`src/rtl/router_sync_n.sv`:
```
// Router synchroniser: address latch/decode, addressed-full mux, per-channel valid and idle-timeout soft reset.
// Comb write_enb/fifo_full/vld_out; 1-cycle registered pulses; no backpressure. Option: SYNC_TIMEOUT_STATUS_EN.
module router_sync_n #(
    parameter int NUM_CH  = 3,
    parameter int TIMEOUT = 30,
    localparam int ADDR_W = (NUM_CH > 2) ? $clog2(NUM_CH) : 1,
    localparam int CNT_W  = $clog2(TIMEOUT + 1)
) (
    input  logic              clock,
    input  logic              reset,
    input  logic              detect_add,
    input  logic [ADDR_W-1:0] data_in,
    input  logic              write_enb_reg,
    input  logic [NUM_CH-1:0] read_enb,
    input  logic [NUM_CH-1:0] empty,
    input  logic [NUM_CH-1:0] full,
    output logic [NUM_CH-1:0] write_enb,
    output logic              fifo_full,
    output logic [NUM_CH-1:0] vld_out,
    output logic [NUM_CH-1:0] soft_reset,
    output logic              addr_err
`ifdef SYNC_TIMEOUT_STATUS_EN
    ,
    input  logic              clear_status,
    output logic [NUM_CH-1:0] timeout_flag
`endif
);

    logic [ADDR_W-1:0] addr_reg;
    logic              addr_valid;
    logic [CNT_W-1:0]  cnt [NUM_CH];
    logic [NUM_CH-1:0] idle;
    logic [NUM_CH-1:0] terminal;

    always_ff @(posedge clock or posedge reset) begin
        if (reset) begin
            addr_reg   <= '0;
            addr_valid <= 1'b0;
            addr_err   <= 1'b0;
        end else if (detect_add) begin
            addr_reg   <= data_in;
            addr_valid <= (32'(data_in) < NUM_CH);
            addr_err   <= (32'(data_in) >= NUM_CH);
        end else begin
            addr_err   <= 1'b0;
        end
    end

    // Compare-based decode keeps out-of-range addresses from indexing past the vectors.
    always_comb begin
        write_enb = '0;
        fifo_full = 1'b0;
        for (int i = 0; i < NUM_CH; i++) begin
            if (addr_valid && (32'(addr_reg) == i)) begin
                write_enb[i] = write_enb_reg;
                fifo_full    = full[i];
            end
        end
    end

    assign vld_out = ~empty;
    assign idle    = vld_out & ~read_enb;

    always_comb begin
        terminal = '0;
        for (int i = 0; i < NUM_CH; i++)
            terminal[i] = idle[i] && (cnt[i] == CNT_W'(TIMEOUT - 1));
    end

    always_ff @(posedge clock or posedge reset) begin
        if (reset) begin
            soft_reset <= '0;
            for (int i = 0; i < NUM_CH; i++)
                cnt[i] <= '0;
        end else begin
            soft_reset <= terminal;
            for (int i = 0; i < NUM_CH; i++) begin
                if (!idle[i] || terminal[i])
                    cnt[i] <= '0;
                else
                    cnt[i] <= cnt[i] + CNT_W'(1);
            end
        end
    end

`ifdef SYNC_TIMEOUT_STATUS_EN
    // Set beats clear when both land on the same edge.
    always_ff @(posedge clock or posedge reset) begin
        if (reset)
            timeout_flag <= '0;
        else
            timeout_flag <= terminal | (timeout_flag & ~{NUM_CH{clear_status}});
    end
`endif

endmodule
```
`config.mk`:
```
export PLATFORM = sky130hd
export DESIGN_NAME = router_sync_n
export DESIGN_NICKNAME = d
export VERILOG_FILES = /design/src/rtl/router_sync_n.sv
export SDC_FILE = /design/constraint.sdc
export NUM_CORES = 1
export LEC_CHECK = 0
export BUFFER_PORTS_ARGS = -buffer_cell sky130_fd_sc_hd__buf_4
export CELL_PAD_IN_SITES_DETAIL_PLACEMENT = 0
export CELL_PAD_IN_SITES_GLOBAL_PLACEMENT = 2
export CORE_MARGIN = 10
export CORE_UTILIZATION = 28
export CTS_CLUSTER_SIZE = 16
export DETAILED_ROUTE_END_ITERATION = 8
export GPL_TIMING_DRIVEN = 0
export PLACE_DENSITY_LB_ADDON = 0.1
export SYNTH_ARGS = -nofsm -noshare
export SYNTH_HDL_FRONTEND = slang
export SYNTH_SLANG_ARGS = --single-unit
```
`constraint.sdc`:
```
create_clock -name clock -period 0.9 [get_ports clock]
set_input_delay 0.18 -clock clock [delete_from_list [all_inputs] [get_ports clock]]
set_output_delay 0.18 -clock clock [all_outputs]
set_load 0.01 [all_outputs]
```
== Yosys cells after proc, flatten, opt, wreduce, memory -nomap -nowiden ==
Index checks and enable logic that the tools add are counted.

* Input bits: 15
* Word-level logic and storage cells: 43
* Output and inout port bits: 11
* Flip-flop bits (word level): 22

* Magnitude comparators: 2
* Mux-type cells: 10
* $add $sub $neg: 3
* Eq/ne operators: 5
* Bitwise operators: 3
* Reduce and logical (&&, ||, !) cells: 13

{| class="wikitable"
|+ Operators with widths
! kind !! count
|-
| adder 5 x 1 -> 5 bit, second input constant || 3
|-
| equality test 5 bit, second input constant || 3
|-
| 2-to-1 mux 5 bit || 3
|-
| 2-to-1 mux 1 bit || 7
|-
| logical AND 1 bit || 6
|-
| NOT 3 bit || 2
|-
| AND 3 bit || 1
|-
| zero test 1 bit || 3
|-
| logical OR 1 bit || 3
|-
| equality test 2 x 1 -> 1 bit, second input constant || 1
|-
| equality test 2 bit, second input constant || 1
|-
| greater-or-equal comparator 2 bit, second input constant || 1
|-
| zero test 2 bit || 1
|-
| less-than comparator 2 bit, second input constant || 1
|}

== Depth between registers and ports, before layout ==
* Depth in word-level cells: 5
* Gate-level depth with buffers: 5
* Mapped depth without buffers: 5

== Least setup slack after synthesis ==
No wires, ideal clock.

* Path kind: flip-flop to flip-flop
* Start point: register cnt[0] in the netlist's numbering
* End point: register cnt[4] in the netlist's numbering
* Data required time: 0.779 ns
* Path buffers: 0
* Clock period less this slack: 1.000 ns
* Arrival time: 0.879 ns
* Slack: -0.100 ns
* Cell stages (with the launch flop): 5
* Setup time: 0.121 ns
* Cells stage by stage: dfrtp_1 -> ha_1 -> nand3_1 -> xor2_1 -> nor2_1

* Cells in the longest elaborated chain, start to end: 4
* Elaborated cells on any way between the ends: 5
* Classes of those cells: 1 x add/sub; 1 x eq/ne; 1 x mux; 2 x reduce/logical

{| class="wikitable"
|+ Ends and longest elaborated chain
! element !! line !! RTL
|-
| start, declared || 31 || <nowiki>logic [CNT_W-1:0] cnt [NUM_CH];</nowiki>
|-
| start signal, assigned by index || 81 || <nowiki>cnt[i] <= cnt[i] + CNT_W'(1);</nowiki>
|-
| branches (longest 3 deep; another with adder 5 x 1 -> 5 bit) || - ||
|-
| 2-to-1 mux 5 bit (*) || 78 || <nowiki>if (!idle[i] || terminal[i])</nowiki>
|}

Every way passes the cells marked *.
A chain may end at the register's enable or synchronous reset.

== Final worst setup path ==
* Start point: register addr_reg[0]
* End point: output fifo_full

* Cells in the longest elaborated chain, start to end: 5
* Elaborated cells on any way between the ends: 9
* Classes of those cells: 2 x eq/ne; 3 x mux; 4 x reduce/logical

{| class="wikitable"
|+ Ends and longest elaborated chain
! element !! line !! RTL
|-
| start, declared || 29 || <nowiki>logic [ADDR_W-1:0] addr_reg;</nowiki>
|-
| start signal, assigned || 41 || <nowiki>addr_reg <= data_in;</nowiki>
|-
| zero test 2 bit || 54 || <nowiki>if (addr_valid && (32'(addr_reg) == i)) begin</nowiki>
|-
| logical AND 1 bit || 54 ||
|-
| 2-to-1 mux 1 bit (2 in series) || 54 ||
|-
| 2-to-1 mux 1 bit (*) || 54 ||
|-
| end, declared || 18 || <nowiki>output logic fifo_full,</nowiki>
|}

Every way passes the cells marked *; elsewhere a longest branch is shown, timed or not.

==> metrics.cfg <==
[status]
status=finished with violations
violations=setup timing

[global_routing]
grt_max_degree=23
grt_usage_pct=6.52
grt_pass1_vias=734
antenna_found_initial=0
grt_pass1_wl_um=3210
grt_overflow=0

[critical_path]
cp_max_fo=3
crit_cells=4
path_class=flip-flop to primary output
cp.arrival_ps=1230
crit_chain=mux2i_1 -> o21ai_1 -> and2_4 -> buf_6
end_kind=primary output
slowest_stage=dfrtp_1
crit_family=flip-flops
reg2reg_depth=4
cp.required_ps=720
max_stage_delay_ps=400
start_kind=flip-flop
critPathBufInv=1

[cells_and_area]
antennaDiodeCount=0
nets=149
final_common_cell=buf_4
drive_above_1_share_pct=36.5
final_cell_mix=buf_4 (24), dfrtp_1 (22), nor2_1 (19), inv_1 (7), xor2_1 (6)
largest_register_ff_count=15
area_growth_pct=41.7

[clock_network]
clk_transition_reported_paths_ps=130
cts_tree=yes
cts-root-buf=clkbuf_4
cts_buffers=3
cts-htree-levels=1
cts.sinks=22
clock_latency_ps=310
clockBufferDepth=2

[sta]
rsz0062_at_grt=true
setup_viol=27
worst_slack_ps=-506
final.setup.tns_ps=-4830
period_needed_ps=1410
finalHoldViolCount=0
worst_pin_slew_ps=872
finalClockSkew_ps=9.28
fmax_mhz=711
slew_viol_final=0
period_share_pct=156
slew_headroom_pct=41.8
hold_slack_ps=23.1

[placed_design]
numPortBuffers=25
gp_congestion=0.694
post-place-ws_ps=-258
dp_hpwl_um=1440

[synth]
ys_ff_latch=22
synth.largest_area_cell=dfrtp_1
syn-instance-count=90
synth_area_leaders=dfrtp_1 (57%), ha_1 (7.8%), nor2_1 (7.8%), xor2_1 (5.5%), nand3_1 (3.1%)
netlist-cell-type-count=17
avgSynthCellArea_sq_um=10.7
syn_area_sq_um=962
syn-num-nets=111
yosysSeqAreaShare_pct=57.2
synth_top_area_share_pct=57.2
yosysWarnings=0

[min_path]
min_path_cells=2
min_path_type=input pin to flip-flop

[route]
drtIter0Drc=36
routed_wl_um=2010
first_pass_iters=4
wl_per_cell_um=11.7
via_count=704
drc_errors=0
drtAntennaViolNets=0
avgViaCountPerCell=4.09

[floorplanning]
core_sq_mm=0.00334
die_w_um=78.6
io_pins=26
die_area_sq_mm=0.00618
rows=21
die_h_um=78.6
start_util_pct=28.8

[power_and_ir_drop]
leakagePower_nw=0.638
ir_drop_uv=543
power_density_mw_per_mm2=1280
power_w=0.00175

[run]
cap_viol_max_count=0

## where the power goes
part	switching (W)	internal [W]	total, W
Sequential	0.0000281	0.00101	0.00104
Combinational	0.000109	0.000144	0.000253
Clock	0.000296	0.000156	0.000452
## area by class of cell
type | count | area [sq um]
Clock buffer | 3 | 22.5
Tap cell | 46 | 57.6
Multi-Input combinational cell | 61 | 430
Sequential cell | 22 | 551
Inverter | 7 | 26.3
Fill cell | 339 | 1970
Timing Repair Buffer | 33 | 277
## Yosys cell counts (all sizes together)
master and n:
dfrtp 22, nand2 4, mux2i 1, and3 1, nand4 3, nor3b 2, inv 7, nor2 20
o21ai 1, mux2 2, xnor2 3, xor2 6, nand3 6, ha 6, nand3b 1, nor3 4
and2 1
## metal layers
layer  vias to the layer above  share of wire, %  GRT usage, %
met3                         2               4.6          2.62
met1                       322                45          7.38
met2                        13                49          10.2
met4                         0              0.95          3.76
li1                        367                 -             -
met5                         -                 0             0
## cell families (layout without fill, tap and decap cells)
kind of cell	after synthesis	count (layout)	synth area share, %
AO/OA/AOI/OAI	1	1	0.520
XOR/XNOR	9	9	8.19
adder cells (fa/ha/maj)	6	6	7.80
buffers and inverters	7	43	2.73
flip-flops	22	22	57.2
multiplexers	3	3	3.38
AND/OR/NAND/NOR	42	42	20.2
## worst register-to-register path: stages (launching register included)
cell	delay, ps
dfrtp_1	440
ha_1	220
nand4_1	150
nand2_2	110
nor2_1	110
## worst paths after layout
kind	from	end	slack (ps)
max in group asynchronous	reset	soft_reset[0]	310
max reg2reg	cnt[0]	cnt[4]	-180
max	addr_reg[0]	fifo_full	-510
min reg2reg	cnt[5]	cnt[5]	500
min	empty[2]	soft_reset[2]	20
min in group asynchronous	reset	cnt[0]	40
## stage by stage
step | std cells | utilization, % | instance area, sq um
global route | 172 | 40.9 | 1360
finish | 172 | 40.9 | 1360
CTS | 166 | 38.8 | 1300
floorplan | 90 | - | 990
global placement | 161 | 37.0 | 1230
detailed placement | 161 | 37.0 | 1230
## timing repair
action                                  4_1_cts  5_1_grt
pin swaps                                     1        6
hold endpoints to repair                      0        3
setup buffers                                 2        2
resized for setup                             6        4
endpoints found under the setup margin       26       27
hold buffers                                  0        4
No activity file was read; power rests on OpenSTA's default activity.
